--- src/rtl/frame_builder.sv ---
// Frame builder: pulls PAYLOAD_LEN bytes from an upstream FIFO and emits
// preamble, sync word, payload and a modulo-256 checksum over a valid/ready link.
module frame_builder #(
    parameter int unsigned PAYLOAD_LEN = 10,
    parameter logic [7:0]  PREAMBLE    = 8'h55,
    parameter logic [7:0]  SYNC_WORD   = 8'hD5,
    parameter int unsigned GAP_CYCLES  = 4
) (
    input  logic        clk,
    input  logic        arst,
    input  logic        input_ready,
    output logic        read_req,
    input  logic [7:0]  fifo_data,
    output logic [7:0]  tx_data,
    output logic        tx_valid,
    input  logic        tx_ready,
    output logic        busy,
    output logic [15:0] frame_count
);

    typedef enum logic [2:0] {
        IDLE,
        PRE,
        SYNC,
        REQ,
        WAIT,
        SEND,
        CSUM,
        GAP
    } state_t;

    localparam logic [7:0] LEN_LAST = 8'(PAYLOAD_LEN);
    localparam logic [3:0] GAP_LAST = 4'(GAP_CYCLES - 1);

    state_t      state_q, state_d;
    logic [7:0]  tx_data_q, tx_data_d;
    logic        tx_valid_q, tx_valid_d;
    logic [7:0]  checksum_q, checksum_d;
    logic [7:0]  byte_cnt_q, byte_cnt_d;
    logic [3:0]  gap_cnt_q, gap_cnt_d;
    logic [15:0] frame_count_q, frame_count_d;
    logic        xfer;

    assign xfer = tx_valid_q && tx_ready;

    always_comb begin
        state_d       = state_q;
        tx_data_d     = tx_data_q;
        tx_valid_d    = tx_valid_q;
        checksum_d    = checksum_q;
        byte_cnt_d    = byte_cnt_q;
        gap_cnt_d     = gap_cnt_q;
        frame_count_d = frame_count_q;
        case (state_q)
            IDLE: begin
                tx_valid_d = 1'b0;
                if (input_ready) begin
                    state_d    = PRE;
                    tx_valid_d = 1'b1;
                    tx_data_d  = PREAMBLE;
                end
            end
            PRE: begin
                if (xfer) begin
                    state_d   = SYNC;
                    tx_data_d = SYNC_WORD;
                end
            end
            SYNC: begin
                if (xfer) begin
                    state_d    = REQ;
                    tx_valid_d = 1'b0;
                    checksum_d = 8'h00;
                    byte_cnt_d = 8'h00;
                end
            end
            REQ: begin
                state_d = WAIT;
            end
            // The FIFO answers one cycle after read_req, so the byte is captured here.
            WAIT: begin
                state_d    = SEND;
                tx_data_d  = fifo_data;
                tx_valid_d = 1'b1;
                checksum_d = checksum_q + fifo_data;
                byte_cnt_d = byte_cnt_q + 8'd1;
            end
            SEND: begin
                if (xfer) begin
                    if (byte_cnt_q == LEN_LAST) begin
                        state_d   = CSUM;
                        tx_data_d = checksum_q;
                    end else begin
                        state_d    = REQ;
                        tx_valid_d = 1'b0;
                    end
                end
            end
            CSUM: begin
                if (xfer) begin
                    state_d       = GAP;
                    tx_valid_d    = 1'b0;
                    frame_count_d = frame_count_q + 16'd1;
                    gap_cnt_d     = 4'd0;
                end
            end
            GAP: begin
                if (gap_cnt_q == GAP_LAST) begin
                    state_d = IDLE;
                end else begin
                    gap_cnt_d = gap_cnt_q + 4'd1;
                end
            end
            default: begin
                state_d    = IDLE;
                tx_valid_d = 1'b0;
            end
        endcase
    end

    always_ff @(posedge clk or posedge arst) begin
        if (arst) begin
            state_q       <= IDLE;
            tx_data_q     <= 8'h00;
            tx_valid_q    <= 1'b0;
            checksum_q    <= 8'h00;
            byte_cnt_q    <= 8'h00;
            gap_cnt_q     <= 4'd0;
            frame_count_q <= 16'h0000;
        end else begin
            state_q       <= state_d;
            tx_data_q     <= tx_data_d;
            tx_valid_q    <= tx_valid_d;
            checksum_q    <= checksum_d;
            byte_cnt_q    <= byte_cnt_d;
            gap_cnt_q     <= gap_cnt_d;
            frame_count_q <= frame_count_d;
        end
    end

    assign read_req    = (state_q == REQ);
    assign busy        = (state_q != IDLE);
    assign tx_data     = tx_data_q;
    assign tx_valid    = tx_valid_q;
    assign frame_count = frame_count_q;

endmodule

--- config.mk ---
export PLATFORM = sky130hd
export DESIGN_NAME = frame_builder
export DESIGN_NICKNAME = d
export VERILOG_FILES = /design/src/rtl/frame_builder.sv
export SDC_FILE = /design/constraint.sdc
export NUM_CORES = 1
export LEC_CHECK = 0
export ABC_AREA = 1
export BUFFER_PORTS_ARGS = -buffer_cell sky130_fd_sc_hd__buf_2
export CORE_MARGIN = 2
export CORE_UTILIZATION = 48
export CTS_CLUSTER_DIAMETER = 50
export CTS_CLUSTER_SIZE = 40
export DETAILED_ROUTE_END_ITERATION = 6
export PLACE_DENSITY = 0.74
export RECOVER_POWER = 50
export SYNTH_ARGS = -nofsm -noshare
export SYNTH_HDL_FRONTEND = slang
export SYNTH_SLANG_ARGS = --single-unit
--- constraint.sdc ---
create_clock -name clk -period 2.7 [get_ports clk]
set_input_delay 0 -clock clk [delete_from_list [all_inputs] [get_ports clk]]
set_output_delay 0 -clock clk [all_outputs]
set_load 0.05 [all_outputs]
======== Yosys cells after proc, flatten, opt, wreduce, memory -nomap -nowiden ========
Index checks and enable logic that the tools add are counted.
word-level totals
  flip-flop bits (word level) ............. 48
  input port bits ......................... 12
  output and inout bits ................... 27
  word-level logic and storage cells ...... 68
cells by class
  add/subtract/negate cells ............... 4
  equal/unequal tests ..................... 19
  multiplexer cells ....................... 24
  reductions and logical operators ........ 14
operators by type and width
  operator                                                         number
  8-bit 2-to-1 mux                                                 5
  8-bit one-hot mux with 2 select lines                            2
  8-bit one-hot mux with 4 select lines                            1
  3-bit one-hot mux with 8 select lines                            1
  3-bit 2-to-1 mux                                                 7
  2-bit inequality test, second input constant                     9
  16-bit by 1-bit adder with 16-bit output, second input constant  1
  3-bit == test, second input constant                             4
  8-bit by 1-bit adder with 8-bit output, second input constant    1
  8-bit adder                                                      1
  8-bit by 4-bit == test with 1-bit output, second input constant  1
  4-bit 2-to-1 mux                                                 2
  4-bit one-hot mux with 2 select lines                            1
  4-bit nonzero test                                               2
  3-bit by 2-bit == test with 1-bit output, second input constant  2
  6-bit AND reduction                                              1
  5-bit AND reduction                                              1
  4-bit by 1-bit adder with 4-bit output, second input constant    1
  4-bit by 2-bit == test with 1-bit output, second input constant  1
  1-bit 2-to-1 mux                                                 4
  1-bit one-hot mux with 4 select lines                            1
  2-bit AND reduction                                              2
  4-bit AND reduction                                              1
  2-bit nonzero test                                               2
  other kinds (7)                                                  7

======== Logic depth before layout (Yosys ltp) ========
Gate-level depths: netlist (run 1).
  depth in word-level cells ............... 4
  gate-level depth with buffers ........... 9
  gate-level depth less buffers ........... 9

======== Worst setup path after synthesis (run 1) ========
Ideal clock, no wire load.
  path type ............................... flip-flop to flip-flop
  from .................................... register frame_count_q[0], in the netlist frame_count[0]
  to ...................................... register frame_count_q[10], in the netlist frame_count[10]
  library setup time ...................... 120 ps
  arrival ................................. 1576 ps
  data required time ...................... 2580 ps
  slack ................................... 1004 ps
  cell stages (with the launch flop) ...... 9
  buffers on the path ..................... 0
  period minus slack after synthesis ...... 1696 ps
  cells stage by stage .................... dfrtp_1 > ha_1 > inv_1 > nor2_1 > inv_1 > nor3_2 > nand2_1 > nand2_1 > nand2_1
between the ends
  longest elaborated chain between the ends .. 1
RTL lines
  item                                      RTL line  RTL
  start, declared                           41        logic [15:0] frame_count_q, frame_count_d;
  start signal, assigned                    137       frame_count_q <= frame_count_d;
  16-bit by 1-bit adder with 16-bit output  103       frame_count_d = frame_count_q + 16'd1;
No other way between the ends.
A chain may end at the register's enable or synchronous reset.

======== Worst setup path after layout (run 1) ========
  from .................................... register state_q[0]
  to ...................................... register byte_cnt_q[7]
between the ends
  longest elaborated chain between the ends .. 3
  elaborated cells on any way between the ends .. 6
  those cells by class .................... 3 x eq/ne; 1 x mux; 2 x reduce/logical
RTL lines
  item                                                                                 RTL line  RTL
  start, declared                                                                      35        state_t state_q, state_d;
  start signal, assigned                                                               131       state_q <= state_d;
  3-bit by 2-bit == test with 1-bit output / 3-bit == test (equally long branches)     54        case (state_q)
  2-bit inequality test (no source line) / 2-bit nonzero test (equally long branches)  --
  2-bit AND reduction (no source line)                                                 --
  end signal, assigned                                                                 135       byte_cnt_q <= byte_cnt_d;
  end, declared                                                                        39        logic [7:0] byte_cnt_q, byte_cnt_d;
Several ways; a longest one is shown, not always the timed one.

==> results of run 1 <==
-- layout by cell type, fill, tap and decap left out --
cell type / instances
nand3_2: 1
clkinvlp_4: 1
dfrtp_1: 48
buf_2: 13
o22ai_1: 7
o32ai_1: 1
nand3b_1: 2
clkbuf_8: 5
nand3_1: 30
bufinv_16: 1
inv_1: 46
o21ai_2: 2
fa_1: 1
nor3_2: 1
dlygate4sd3_1: 1
o21ai_1: 17
o21ai_0: 8
nand2_4: 1
o31ai_1: 1
xnor2_1: 1
nand2_2: 8
nand4_1: 3
a22o_1: 1
a21oi_1: 8
nor2_2: 2
xor2_1: 10
ha_1: 11
clkinv_2: 1
nor2_1: 31
nor2_4: 2
o21bai_1: 2
clkbuf_1: 25
nor3_1: 3
inv_2: 10
nand2_1: 137
o211ai_1: 1
-- cell type report --
| cell class | count | area (sq um) |
|---|---|---|
| inverter | 56 | 210 |
| timing repair buffer | 39 | 169 |
| multi-input combinational | 292 | 1470 |
| tap | 75 | 93.8 |
| clock buffer | 5 | 68.8 |
| clock inverter | 3 | 42.5 |
| fill | 577 | 2660 |
| sequential | 48 | 1200 |
-- kinds of logic (layout without fill, tap and decap cells) --
group,Yosys count,count (layout),synth area share [%]
AOI/OAI and AO/OA,48,48,9.34
DFF,48,48,41.0
xor gates and xnor gates,11,11,3.28
adders and majority gates,12,12,5.38
and+or+nand+nor,221,221,32.3
buffers and inverters,61,103,8.79
-- power breakdown --
group          internal, mW  switching [mW]
combinational         0.523            1.27
clock                 0.274           0.251
sequential            0.971           0.255
total                  1.77            1.77
-- cells in the mapped netlist --
cell	count
buf_6	2
inv_1	47
buf_2	2
xor2_1	10
o21ai_1	17
ha_1	11
a21oi_1	8
fa_1	1
a22o_1	1
nor2_2	2
nand3b_1	2
nand2_4	1
inv_2	9
o31ai_1	1
o21ai_2	2
nor2_4	2
nor3_2	1
dfrtp_1	48
o211ai_1	1
xnor2_1	1
nor3_1	3
buf_8	1
o32ai_1	1
o21bai_1	2
nand4_1	3
nand2_2	8
nand3_2	1
o22ai_1	7
nand2_1	137
nor2_1	31
nand3_1	30
o21ai_0	8
-- worst max path at each step --
stage                   start         endpoint  slack [ns]  depth (start not counted)
5_1_grt            state_q[0]    byte_cnt_q[7]        0.94                          6
6_report           state_q[0]    byte_cnt_q[7]        1.11                          6
3_5_place_dp       state_q[0]    byte_cnt_q[7]        1.12                          6
2_1_floorplan  frame_count[0]  frame_count[10]        1.00                          8
3_3_place_gp       state_q[0]    byte_cnt_q[7]        1.16                          6
4_1_cts            state_q[0]    byte_cnt_q[7]        1.11                          6
-- registers in the layout, indices dropped and copies added (netlist names) --
name / cells
state_q: 3
tx_data: 8
tx_valid: 1
checksum_q: 8
frame_count: 16
byte_cnt_q: 8
gap_cnt_q: 4
-- per-stage QoR --
step                cell area (sq um)  setup WS (ns)  std cells
finish                           3260           1.11        518
global route                     3260          0.939        518
CTS                              3290           1.11        518
detailed placement               3170           1.12        509
global placement                 3170           1.16        509
floorplan                        2930           1.00        401
-- critical path, stage by stage, from the launching register on --
cell,delay [ns]
dfrtp_1,0.48
nor2_2,0.23
nand2_2,0.19
inv_2,0.28
nand3b_1,0.14
o21ai_1,0.13
inv_1,0.04
-- metal layers --
layer	wire, um	up-vias	GRT usage, %
li1	-	1357	-
met1	2990	1156	24.8
met2	2800	53	34.2
met3	251	4	4.35
met4	55	0	5.33
met5	0	-	0
==> run metrics, run 1 <==
Worst IR Drop VDD 0.584 mV; Mean Syn Cell Area about 7.3 sq um; total power 3.54 mW; max-slew violations 0; FP Rows 28; Die Wd 82.2 um; final setup fails 0; Min Hold Slack ~0.022 ns; actual slew at the worst max-slew pin roughly 1.0 ns; Global Route Usage Sum 19.7%; hold violation total from the final report 0; Die Area approximately 6800 sq um; CTS tree done; placer congestion estimate 0.890; final core occ 55.1%; vias 2570; Overflow after GRT 0; Critical Path Sink Type flop; Post-Syn Nets between 400 and 500; Seq/Total Area, Yosys between 40 and 50%; Hold Path Origin fifo_data[5]; first-pass iteration count of the detailed router 4; first-pass GRT wire length between 10000 and 15000 um; WP data arrival between 1.5 and 2 ns; share of layout cells above drive strength 1 10.8%; Clk pin slew, worst setup/hold paths 0.09 ns; pwr dens 1090 nW/um^2; # diodes 0; area grow syn2layout 11.1%; CTS H-tree lvls 2; Critical Path Fanout Max 17; netlist area before placement 2930 sq um; Antenna Nets Post-Route 0; Avg WL per Cell between 10 and 15 um; Setup TNS 0 ns; Mapped Cells 401; reg2reg path depth 6; reg2reg start state_q[0]; slew margin rel. 32.1%; I/O pin cnt 39; cts bufs inserted 5; Iter 0 DRT Violations about 120; Area contributors post-synth dfrtp_1 (41%), nand2_1 (18%), inv_1 (6.0%); post-synthesis cell type count 32; initial antenna violation count 0; Required @ worst endpoint between 2 and 3 ns; status finished clean; Root Driver clkbuf_8; LEAKAGE 1.68 nW; r2r endpoint byte_cnt_q[7]; die extent in y about 82 um; hold depth 5; core area between 5000 and 6000 sq um; Yosys top cell by area dfrtp_1; post-synth top area share 41.0%; Starting Density between 40% and 50%; Sink Count 48; YS warnings 0; critical path class reg -> reg; largest net degree at the start of global routing 49; DRT Wirelength 6090 um; cts repair resizes 0; setup skew after layout between 0.009 and 0.01 ns; DR vias/cell 4.96; postcts setup bufs 0; Achievable Freq 0.628 GHz; Longest Clk Path Bufs 2; hold buffers post-CTS 1; clk_lat worst skew 0.31 ns; Port Buf Inserts 38; DP Wirelength between 4000 and 5000 um; Tmin final roughly 1.6 ns; drc violations 0; flop and latch count out of synthesis between 40 and 50; Worst Hold Class in -> reg; RSZ-0062 raised after global routing false; CP Launch Type flop; r2r setup slk 1.11 ns; max-cap violation count 0; period utilization about three fifths; hold path endpoint tx_data[5]; Final nets around 470; vias in the first global route roughly 2.4k
Note: power is estimated with default switching activity, not from simulation.
==> run 2, diff against run 1 <==
- PLACE_DENSITY: 0.74 -> 0.77
- clock period: 2.7 -> 1.4 ns (I/O delays scaled with it)
==> run metrics, run 2 (synthesis gave the netlist of run 1 again) <==
critical path class reg -> reg; crit-path max cell delay ~0.43 ns; Global Route Usage Sum a little over a fifth; Port Buf Inserts 38; Worst Hold Class in -> reg; Critical Path Fanout Max 3; Sink Count 48; Die Area roughly 6800 sq um; area grow syn2layout 33.5%; pre-CTS WS -0.0754 ns; # diodes 0; CP Launch Type flop; Root Driver clkbuf_8; max-slew violations 0; Critical Path Sink Type flop; CTS tree done; FP Rows 28; DR vias/cell roughly 5.2; crit-path cells ha_4, fa_2, buf_4, xnor2_2, o21ai_1; Longest Clk Path Bufs 2; vias slightly below 3k; largest net degree at the start of global routing 20; setup skew after layout between 0.01 and 0.015 ns; hold depth 3; Antenna Nets Post-Route 0; placer congestion estimate between 0.8 and 0.9; DRT Wirelength ~7500 um; Die Wd 82.2 um; slew margin rel. 51.8%; Required @ worst endpoint between 1.5 and 2 ns; Non-Filler Instances roughly 550; Worst IR Drop VDD around 1.3 mV; pwr dens about 2100 nW/um^2; Hold Path Origin fifo_data[0]; final core occ 66.1%; Iter 0 DRT Violations 180; initial antenna violation count 0; most common cell after layout, fill and taps aside nand2_1; status finished, violations left; hold path endpoint tx_data[0]; reg2reg start checksum_q[0]; DP Area 3390 sq um; Avg WL per Cell roughly 14 um; PnR worst setup slack -0.114 ns; Clk pin slew, worst setup/hold paths about 0.10 ns; failing checks negative setup slack; Final nets 501; I/O pin cnt 39; reg2reg path depth 5; die extent in y between 80 and 90 um; Setup TNS -0.275 ns; total power about 8.4 mW; DP Wirelength approximately 5000 um; most frequent cells in the layout nand2_1 (129), inv_1 (43), buf_2 (35); first-pass GRT wire length between 10000 and 15000 um; core area between 5000 and 6000 sq um; hold violation total from the final report 0; final setup fails 4; Tmin final around 1.5 ns; Inst Count DP between 500 and 600; r2r setup slk -0.11 ns; max-cap violation count 0; drc violations 0; LEAKAGE ~2 nW; share of layout cells above drive strength 1 36.2%; RSZ-0062 raised after global routing true; Min Hold Slack 0.0449 ns; vias in the first global route between 2k and 3k; cts bufs inserted 5; r2r endpoint checksum_q[2]; clk_lat worst skew approximately 0.31 ns; cell area after layout roughly 3900 sq um; actual slew at the worst max-slew pin approximately 0.72 ns; period utilization 108%; CP max stage cell dfrtp_1; WP data arrival about 1.8 ns; first-pass iteration count of the detailed router 4; CTS H-tree lvls 2; Achievable Freq roughly 0.66 GHz; max reg flops 16; Overflow after GRT 0; Starting Density between 40% and 50%
[run 2: changes by cell type in the layout (fill, tap and decap cells not counted), sizes merged]
cell and change:
buf +55, clkbuf -21, clkinv +1, clkinvlp -1
nand2 +1
[run 2: critical path, delay by kind of cell (launching register included)]
kind                       cells  cell delay, ns
xor gates and xnor gates       1            0.12
buffers and inverters          1            0.16
AOI/OAI and AO/OA              1            0.12
adders and majority gates      2            0.62
DFF                            1            0.43
[run 2: layer usage]
| layer | part of all wire, % | wire length, um | global-route usage (%) | vias to the layer above |
|---|---|---|---|---|
| met5 | 0 | 0 | 0 | - |
| met2 | 51 | 3790 | 37.2 | 82 |
| met1 | 43 | 3240 | 26.6 | 1364 |
| met3 | 4.5 | 334 | 3.80 | 16 |
| met4 | 1.7 | 125 | 7.17 | 0 |
| li1 | - | - | - | 1427 |
[run 2: layout make-up]
class	count	area, sq um
Fill cell	477	2000
Multi-Input combinational cell	293	1790
Sequential cell	48	1220
Timing Repair Buffer	73	469
Inverter	56	225
Tap cell	75	93.8
Clock buffer	5	68.8
Clock inverter	3	47.5
[run 2: worst max-delay path by stage]
stage / start / endpoint / slack (ns) / cells after the start
after global routing: checksum_q[0] / checksum_q[4] / -0.16 / 7
after detailed placement: state_q[0] / tx_data[7] / -0.08 / 9
after floorplan: frame_count[0] / frame_count[10] / -0.03 / 8
after global placement: state_q[0] / tx_data[7] / -0.04 / 9
after CTS: checksum_q[0] / checksum_q[4] / -0.01 / 7
final: checksum_q[0] / checksum_q[2] / -0.11 / 5
[run 2: timing repair]
action,CTS,global route
gates cloned,0,1
endpoints found under the hold margin,17,0
setup endpoints to repair,24,40
hold buffers,1,0
setup buffers,1,10
pin swaps,1,19
resized for setup,14,65
[run 2: power by group]
part	leakage, nW	internal [mW]	switching (mW)	total (mW)
registers	0.587	1.90	0.551	2.45
clock network	0.0583	0.539	0.513	1.05
logic	1.32	1.84	3.02	4.85
total	1.97	4.27	4.08	8.35
